==> src/rtl/cordic_angle_seq.sv <==
// Angle sweep sequencer feeding cordic8bit, with LATENCY-deep valid/index tag delay line.
// Optional build macro: CORDIC_ANGLE_CLAMP_EN saturates latched angles to [-100, +100].
module cordic_angle_seq #(
    parameter int unsigned LATENCY = 15
) (
    input  logic       clk,
    input  logic       rst,
    input  logic       start,
    input  logic       stop,
    input  logic [7:0] start_angle,
    input  logic [7:0] end_angle,
    input  logic [7:0] step,
    input  logic       mode,
    output logic [7:0] in_angle,
    output logic       angle_valid,
    output logic       busy,
    output logic       res_valid,
    output logic [7:0] res_index,
    output logic       done
);

    localparam int unsigned AW = 8;
    localparam int unsigned XW = 10;
    localparam int unsigned CW = 5;

    typedef enum logic [1:0] {IDLE, SWEEP, DRAIN} state_t;

    state_t          state_q, state_d;
    logic [AW-1:0]   start_q, start_d, end_q, end_d, step_q, step_d;
    logic            mode_q, mode_d, dir_q, dir_d, first_q, first_d;
    logic [AW-1:0]   cnt_q, cnt_d, idx_q, idx_d;
    logic [CW-1:0]   drain_q, drain_d;
    logic [AW-1:0]   angle_d;
    logic            valid_d, busy_d, done_d;
    logic            emit;
    logic [AW-1:0]   emit_val;
    logic            vld_dl [LATENCY];
    logic [AW-1:0]   idx_dl [LATENCY];

    logic signed [XW-1:0] cur_x, start_x, end_x, step_x, up_x, dn_x;
    logic                 up_ok, dn_ok;

    function automatic logic [AW-1:0] sat_angle(input logic [AW-1:0] v);
`ifdef CORDIC_ANGLE_CLAMP_EN
        if ($signed(v) < -8'sd100)     return 8'h9C;
        else if ($signed(v) > 8'sd100) return 8'h64;
        else                           return v;
`else
        return v;
`endif
    endfunction

    // 10-bit sign-extended next-value arithmetic keeps bound checks free of wrap-around
    assign cur_x   = {{2{in_angle[AW-1]}}, in_angle};
    assign start_x = {{2{start_q[AW-1]}}, start_q};
    assign end_x   = {{2{end_q[AW-1]}}, end_q};
    assign step_x  = {2'b00, step_q};
    assign up_x    = cur_x + step_x;
    assign dn_x    = cur_x - step_x;
    assign up_ok   = (up_x <= end_x);
    assign dn_ok   = (dn_x >= start_x);

    always_ff @(posedge clk or negedge rst) begin
        if (!rst) state_q <= IDLE;
        else      state_q <= state_d;
    end

    always_comb begin
        state_d  = state_q;
        start_d  = start_q;
        end_d    = end_q;
        step_d   = step_q;
        mode_d   = mode_q;
        dir_d    = dir_q;
        first_d  = first_q;
        cnt_d    = cnt_q;
        idx_d    = idx_q;
        drain_d  = drain_q;
        angle_d  = in_angle;
        valid_d  = 1'b0;
        busy_d   = busy;
        done_d   = 1'b0;
        emit     = 1'b0;
        emit_val = in_angle;

        case (state_q)
            IDLE: begin
                busy_d = 1'b0;
                if (start) begin
                    state_d = SWEEP;
                    busy_d  = 1'b1;
                    start_d = sat_angle(start_angle);
                    end_d   = sat_angle(end_angle);
                    step_d  = (step == '0) ? AW'(1) : step;
                    mode_d  = mode;
                    dir_d   = 1'b0;
                    first_d = 1'b1;
                    cnt_d   = '0;
                end
            end
            SWEEP: begin
                busy_d = 1'b1;
                if (first_q) begin
                    first_d = 1'b0;
                    if (start_x > end_x) begin
                        state_d = DRAIN;
                        drain_d = '0;
                    end else begin
                        emit     = 1'b1;
                        emit_val = start_q;
                    end
                end else if (stop) begin
                    state_d = DRAIN;
                    drain_d = '0;
                end else if (!dir_q) begin
                    if (up_ok) begin
                        emit     = 1'b1;
                        emit_val = AW'(up_x);
                    end else if (!mode_q) begin
                        state_d = DRAIN;
                        drain_d = '0;
                    end else begin
                        // turning point at the top; a lone value repeats itself
                        emit     = 1'b1;
                        emit_val = dn_ok ? AW'(dn_x) : in_angle;
                        dir_d    = dn_ok;
                    end
                end else begin
                    emit = 1'b1;
                    if (dn_ok) begin
                        emit_val = AW'(dn_x);
                    end else begin
                        emit_val = up_ok ? AW'(up_x) : in_angle;
                        dir_d    = 1'b0;
                    end
                end
            end
            DRAIN: begin
                busy_d = 1'b1;
                if (drain_q == CW'(LATENCY - 1)) begin
                    state_d = IDLE;
                    busy_d  = 1'b0;
                    done_d  = 1'b1;
                end else begin
                    drain_d = drain_q + CW'(1);
                end
            end
            default: state_d = IDLE;
        endcase

        if (emit) begin
            angle_d = emit_val;
            valid_d = 1'b1;
            idx_d   = cnt_q;
            cnt_d   = cnt_q + AW'(1);
        end
    end

    always_ff @(posedge clk or negedge rst) begin
        if (!rst) begin
            start_q     <= '0;
            end_q       <= '0;
            step_q      <= '0;
            mode_q      <= 1'b0;
            dir_q       <= 1'b0;
            first_q     <= 1'b0;
            cnt_q       <= '0;
            idx_q       <= '0;
            drain_q     <= '0;
            in_angle    <= '0;
            angle_valid <= 1'b0;
            busy        <= 1'b0;
            done        <= 1'b0;
        end else begin
            start_q     <= start_d;
            end_q       <= end_d;
            step_q      <= step_d;
            mode_q      <= mode_d;
            dir_q       <= dir_d;
            first_q     <= first_d;
            cnt_q       <= cnt_d;
            idx_q       <= idx_d;
            drain_q     <= drain_d;
            in_angle    <= angle_d;
            angle_valid <= valid_d;
            busy        <= busy_d;
            done        <= done_d;
        end
    end

    // Tag delay line aligning valid/index with the CORDIC result
    always_ff @(posedge clk or negedge rst) begin
        if (!rst) begin
            for (int i = 0; i < int'(LATENCY); i++) begin
                vld_dl[i] <= 1'b0;
                idx_dl[i] <= '0;
            end
        end else begin
            vld_dl[0] <= angle_valid;
            idx_dl[0] <= idx_q;
            for (int i = 1; i < int'(LATENCY); i++) begin
                vld_dl[i] <= vld_dl[i-1];
                idx_dl[i] <= idx_dl[i-1];
            end
        end
    end

    assign res_valid = vld_dl[LATENCY-1];
    assign res_index = idx_dl[LATENCY-1];

endmodule

==> config.mk <==
export PLATFORM = sky130hd
export DESIGN_NAME = cordic_angle_seq
export DESIGN_NICKNAME = d
export VERILOG_FILES = /design/src/rtl/cordic_angle_seq.sv
export SDC_FILE = /design/constraint.sdc
export NUM_CORES = 1
export LEC_CHECK = 0
export BUFFER_PORTS_ARGS = -buffer_cell sky130_fd_sc_hd__buf_4
export CORE_MARGIN = 4
export CORE_UTILIZATION = 67
export CTS_BUF_LIST = sky130_fd_sc_hd__clkbuf_2
export DETAILED_ROUTE_END_ITERATION = 10
export GPL_TIMING_DRIVEN = 1
export PLACE_DENSITY = 0.87
export SYNTH_ARGS = -nofsm -noshare
export SYNTH_HDL_FRONTEND = slang
export SYNTH_SLANG_ARGS = --single-unit
==> constraint.sdc <==
create_clock -name clk -period 10.8 [get_ports clk]
set_input_delay 1.08 -clock clk [delete_from_list [all_inputs] [get_ports clk]]
set_output_delay 1.08 -clock clk [all_outputs]
set_load 0.02 [all_outputs]
**After elaboration in Yosys (flattened, before gate mapping)**

Cells that the tools add are included.

- Output and inout bits: 20
- Input bits: 29
- Logic and storage cells: 134
- Bits in registers: 196

- Equality and inequality tests: 14
- Mux-type cells: 53
- Reductions and logical operators: 16
- $lt $le $gt $ge: 3
- $add $sub $neg: 4

Operators with widths:

| kind | number |
|---|---|
| $mux W8 | 13 |
| $mux W5 | 7 |
| $mux W1 | 20 |
| $reduce_and A6 Y1 | 3 |
| $mux W2 | 8 |
| $ne A2 B2 Y1 const B | 6 |
| $ne A4 B4 Y1 const B | 3 |
| $add A8 B9 Y10 | 1 |
| $ge A10 B8 Y1 | 1 |
| $le A10 B8 Y1 | 1 |
| $pmux W5 S2 | 1 |
| $sub A8 B9 Y10 | 1 |
| $add A8 B1 Y8 const B | 1 |
| $gt A8 B8 Y1 | 1 |
| $logic_not A8 Y1 | 1 |
| $reduce_bool A2 Y1 | 4 |
| $pmux W2 S3 | 1 |
| $reduce_and A2 Y1 | 3 |
| $reduce_bool A3 Y1 | 2 |
| $add A5 B1 Y5 const B | 1 |
| $eq A5 B4 Y1 const B | 1 |
| $pmux W1 S2 | 2 |
| $reduce_and A4 Y1 | 1 |
| $reduce_bool A4 Y1 | 1 |
| 6 further kinds | 6 |

**Logic depth before layout (Yosys ltp)**

- Word-level depth: 9
- Depth in mapped cells: 20
- Depth with buffers taken out: 19

**Worst setup path after synthesis**

No wires, ideal clock.

- Kind: register -> register
- Start point: register in_angle[0]
- End point: register in_angle[7]
- Period minus slack after synthesis: 4046 ps
- Setup time: 140 ps
- Data arrival time: 3907 ps
- Data required time: 10660 ps
- Cell stages (with the launch flop): 20
- Path buffers: 0
- Slack: 6754 ps
- Path through: dfrtp_1 inv_1 ha_1 inv_1 fa_1 a21o_1 a21oi_1 o21bai_1 a21oi_1 o21ba_2 o21bai_1 xnor2_1 ha_1 nand4_1 a211oi_1 nor2_1 o32a_1 o2bb2ai_1 mux2i_1 o221ai_1

- Word-level cells in the longest chain between the ends: 8

Ends and longest elaborated chain:

| item | RTL line | source |
|---|---|---|
| start, declared | 14 | `output logic [7:0] in_angle,` |
| start signal, assigned | 184 | `in_angle <= angle_d;` |
| $add A8 B9 Y10 | 58 | `assign up_x = cur_x + step_x;` |
| $le A10 B8 Y1 | 60 | `assign up_ok = (up_x <= end_x);` |
| $mux W1 | 116 | `if (up_ok) begin` |
| $mux W1 | 115 | `end else if (!dir_q) begin` |
| $mux W1 | 112 | `end else if (stop) begin` |
| $mux W1 | 103 | `if (first_q) begin` |
| $mux W1 | 86 | `case (state_q)` |
| $reduce_and A6 Y1 (no line) | n/a |  |

Parallel ways exist; a longest one is shown, timed or not. The select of a mux whose other input is x is not followed.
A chain may end at the register's enable or synchronous reset.

**Worst setup path in the final report**

- Start point: register in_angle[1]
- End point: register cnt_q[7]

- Word-level cells in the longest chain between the ends: 9

Ends and longest elaborated chain:

| item | RTL line | source |
|---|---|---|
| $add A8 B9 Y10 (*) | 58 |  |
| $le A10 B8 Y1 (*) | 60 |  |
| $mux W1 (*) | 116 |  |
| $mux W1 (*) | 115 |  |
| $mux W1 (*) | 112 |  |
| $mux W1 (*) | 103 |  |
| $mux W1 (*) | 86 |  |
| $reduce_bool A2 Y1 (no line) | n/a |  |
| $reduce_and A2 Y1 (no line) | n/a |  |
| end signal, assigned | 181 | `cnt_q <= cnt_d;` |
| end, declared | 31 | `logic [AW-1:0] cnt_q, cnt_d, idx_q, idx_d;` |

Mark *: on every way between the ends. The rest lies on a longest branch, timed or not.

==> flow_summary.yaml <==
status:
  run_status: "finished clean"
detailed_routing:
  drt-total-wl_um: 13900
  drtAntennaViolNets: 0
  drt_first_iter_violations: 456
  via_count: 4489
  vias_per_cell: 5.76
  first_pass_iters: 6
  routedWlPerCell_um: 17.8
  drcViolationCount: 0
floorplanning:
  initial_core_util: 0.693
  total_core_area_sq_mm: 0.0110
  ioPinCount: 49
  design.die.area_sq_mm: 0.0131
  die_w_um: 115
  row_count: 38
  die_y_um: 115
power:
  power_density_mw_per_mm2: 320
  power.ir.vdd_worst_mv: 0.191
  cellLeakagePower_uw: 0.00434
timing:
  final.setup.tns_ns: 0
  timing.final.hold_violations: 0
  final.period_utilization: 0.440
  max_slew_margin: 0.177
  timing_max_transition_violations_final: 0
  setup_viol: 0
  worst-slew-pin-transition_ns: 1.23
  finalClockSkew_ns: 0.0355
  whs_ns: 0.357
  rsz_0062_raised_after_global_routing: "no"
  finalCriticalPeriod_ns: 4.75
  fmaxAchievable_ghz: 0.210
synthesis:
  post_synth_inst_count: 573
  yosys.cell_types.count: 51
  ys_warn_count: 0
  postSynth.asyncResetShare: 1.00
  yosys_register_bits: 196
  combined_area_of_all_synthesized_cells_sq_mm: 0.00761
  syn-num-nets: 657
  synth.avg_cell_area_sq_um: 13.3
  synth_edf_count: 0
  synth-seq-area-share: 0.644
  ys_dominant_reg_cell: "sky130_fd_sc_hd__dfrtp_1"
setup_path:
  critPathKind: "reg -> reg"
  slowest_delay_ns: 0.57
  cp_data_arrival_time_ns: 5.38
  critPathMaxFanout: 27
  cp_cell_sequence: "inv_1 > fa_1 > o21bai_1 > a21oi_1 > o21bai_1 > a21oi_1 > o21bai_1 > a21oi_1 > xnor2_1 > ha_1 > nand4_1 > nor3_2 > a221oi_1 > a311o_1 > o41ai_4 > buf_4 > inv_2 > and3_1 > a211o_1"
  critPathSlowestCell: "sky130_fd_sc_hd__dfrtp_1"
  critical_path.startpoint_type: "flop"
  worst-endpoint-required_ns: 11.43
  critical_path.endpoint_type: "flop"
cts:
  cts-root-to-sink-buffers: 2
  cts_root_buffer: "sky130_fd_sc_hd__clkbuf_2"
  post_cts_gate_resize_count: 0
  clk_latency_ns: 0.74
  postCtsHoldBufs: 0
  htreeDepth: 4
  post_cts_buffers: 0
  clock-sinks: 196
  worst_setup_hold_path_clk_slew_ns: 0.28
  tritoncts: "done"
  cts_buf_count: 17
placed_design:
  numPortBuffers: 48
  place.detailed.hpwl_um: 9980
  gp_congestion: 0.920
finish:
  filler_cell_count: 646
  seqCellArea_sq_mm: 0.00490
  flow.area_growth_from_synthesis_pct: 8.81
  multi_input_gate_area_sq_mm: 0.00243
  fin_nets: 710
  drive_gt1_frac: 0.180
  insertedDiodeCount: 0
  fin_util: 0.754
run:
  maxCapViolations: 0
global_routing:
  gr-total-overflow: 0
  grt_first_pass_wirelength_um: 23400
  globalRouteTotalUtil: 0.232
  first_global_vias: 4772
  initial_antenna_violation_count: 0
  grt_start_max_net_pins: 108
hold_path:
  worstHoldPathType: "reg -> reg"
flip-flops by register name, summed over array words and instances (netlist names), 8 cells and up:
| signal | cells |
|---|---|
| cnt_q | 8 |
| in_angle | 8 |
| res_index | 8 |
| idx_q | 8 |
| start_q | 8 |
| end_q | 8 |
| vld_dl | 14 |
| step_q | 8 |
| idx_dl | 112 |
placed cells by master, fill, tap and decap left out, types with 5 or more instances in the layout:
cell | synthesis | routed
sky130_fd_sc_hd__xnor2_1 | 12 | 12
sky130_fd_sc_hd__mux2_2 | 25 | 25
sky130_fd_sc_hd__a21o_1 | 6 | 6
sky130_fd_sc_hd__buf_4 | 9 | 49
sky130_fd_sc_hd__o21bai_1 | 6 | 6
sky130_fd_sc_hd__nand4_1 | 5 | 5
sky130_fd_sc_hd__clkbuf_2 | 0 | 17
sky130_fd_sc_hd__and3_1 | 7 | 7
sky130_fd_sc_hd__nand2_1 | 39 | 39
sky130_fd_sc_hd__mux2i_1 | 8 | 8
sky130_fd_sc_hd__dfrtp_1 | 196 | 196
sky130_fd_sc_hd__a211o_1 | 7 | 7
sky130_fd_sc_hd__nand2b_1 | 8 | 8
sky130_fd_sc_hd__nor3_1 | 8 | 8
sky130_fd_sc_hd__o21ai_0 | 15 | 15
sky130_fd_sc_hd__nor2_1 | 9 | 9
sky130_fd_sc_hd__a21oi_1 | 23 | 23
sky130_fd_sc_hd__a31oi_1 | 7 | 7
sky130_fd_sc_hd__o211ai_1 | 9 | 9
sky130_fd_sc_hd__ha_1 | 53 | 53
sky130_fd_sc_hd__inv_1 | 48 | 48
sky130_fd_sc_hd__nand3_1 | 23 | 23
report_power, final:
group | switching (uW) | total, uW | internal, uW
clock network | 248 | 315 | 66.6
logic | 774 | 1330 | 553
registers | 125 | 1010 | 885
final timing paths:
check	from	end	slack, ns	cells after the start
min in group asynchronous	rst	res_index[7]	0.38	1
hold reg to reg	idx_dl[78]	idx_dl[70]	0.36	0
max in group asynchronous	rst	cnt_q[5]	8.81	2
hold / removal	idx_dl[78]	idx_dl[70]	0.36	0
setup / recovery	in_angle[1]	cnt_q[7]	6.05	19
setup reg to reg	in_angle[1]	cnt_q[7]	6.05	19
cells by family after synthesis:
family                     count (synthesis)  share of synthesized area
AOI/OAI and AO/OA                         91                     0.0836
xor gates and xnor gates                  15                     0.0173
adders and majority gates                 55                     0.0923
buffers and inverters                     65                     0.0368
DFF                                      196                      0.644
muxes                                     33                     0.0475
and+or+nand+nor                          118                     0.0784
area by class of cell:
cell class / count / area share
sequential: 196 / 0.592
clock buffer: 17 / 0.0103
inverter: 49 / 0.0222
tap: 140 / 0.0211
timing repair buffer: 50 / 0.0461
clock inverter: 15 / 0.0151
multi-input combinational: 312 / 0.293
per-layer routing:
layer	track usage	share of wire	wire, um	vias up
met5	0	0	0	-
met4	0.0871	0.028	388	0
met3	0.0661	0.059	813	29
met2	0.374	0.49	6850	173
met1	0.303	0.42	5810	2214
li1	-	-	-	2073
through the flow:
stage | area [sq um] | setup WS (ns) | std cells | power (uW)
3_5_place_dp | 8080 | 6.19 | 747 | 2320
6_report | 8290 | 6.05 | 779 | 2650
3_3_place_gp | 8080 | 6.38 | 747 | 2200
2_1_floorplan | 7610 | 6.75 | 573 | 1940
4_1_cts | 8290 | 6.12 | 779 | 2640
5_1_grt | 8290 | 5.78 | 779 | 2850
critical path, delay by kind of cell (launching register included):
kind / cells / cell delay [ns]
AOI/OAI and AO/OA: 10 / 1.84
xor gates and xnor gates: 1 / 0.16
adders and majority gates: 2 / 0.81
DFF: 1 / 0.57
buffers and inverters: 3 / 0.65
and+or+nand+nor: 3 / 0.61
cells in the mapped netlist, drive strengths merged (3+ instances only):
master | instances | area [sq um]
a211o | 7 | 61.3
a21o | 6 | 45.0
a21oi | 24 | 124
a31oi | 7 | 43.8
and3 | 7 | 43.8
buf | 12 | 81.3
clkbuf | 4 | 15.0
dfrtp | 196 | 4900
ha | 53 | 663
inv | 49 | 184
mux2 | 25 | 282
mux2i | 8 | 80.1
nand2 | 39 | 146
nand2b | 8 | 50.1
nand3 | 23 | 115
nand4 | 5 | 31.3
nor2 | 9 | 33.8
nor2b | 4 | 25.0
nor3 | 9 | 50.1
o211ai | 9 | 67.6
o21ai | 16 | 80.1
o21bai | 6 | 45.0
o221ai | 4 | 35.0
o31ai | 3 | 36.3
or2 | 4 | 25.0
xnor2 | 12 | 105
xor2 | 3 | 26.3
Note: power is estimated with default switching activity, not from simulation.
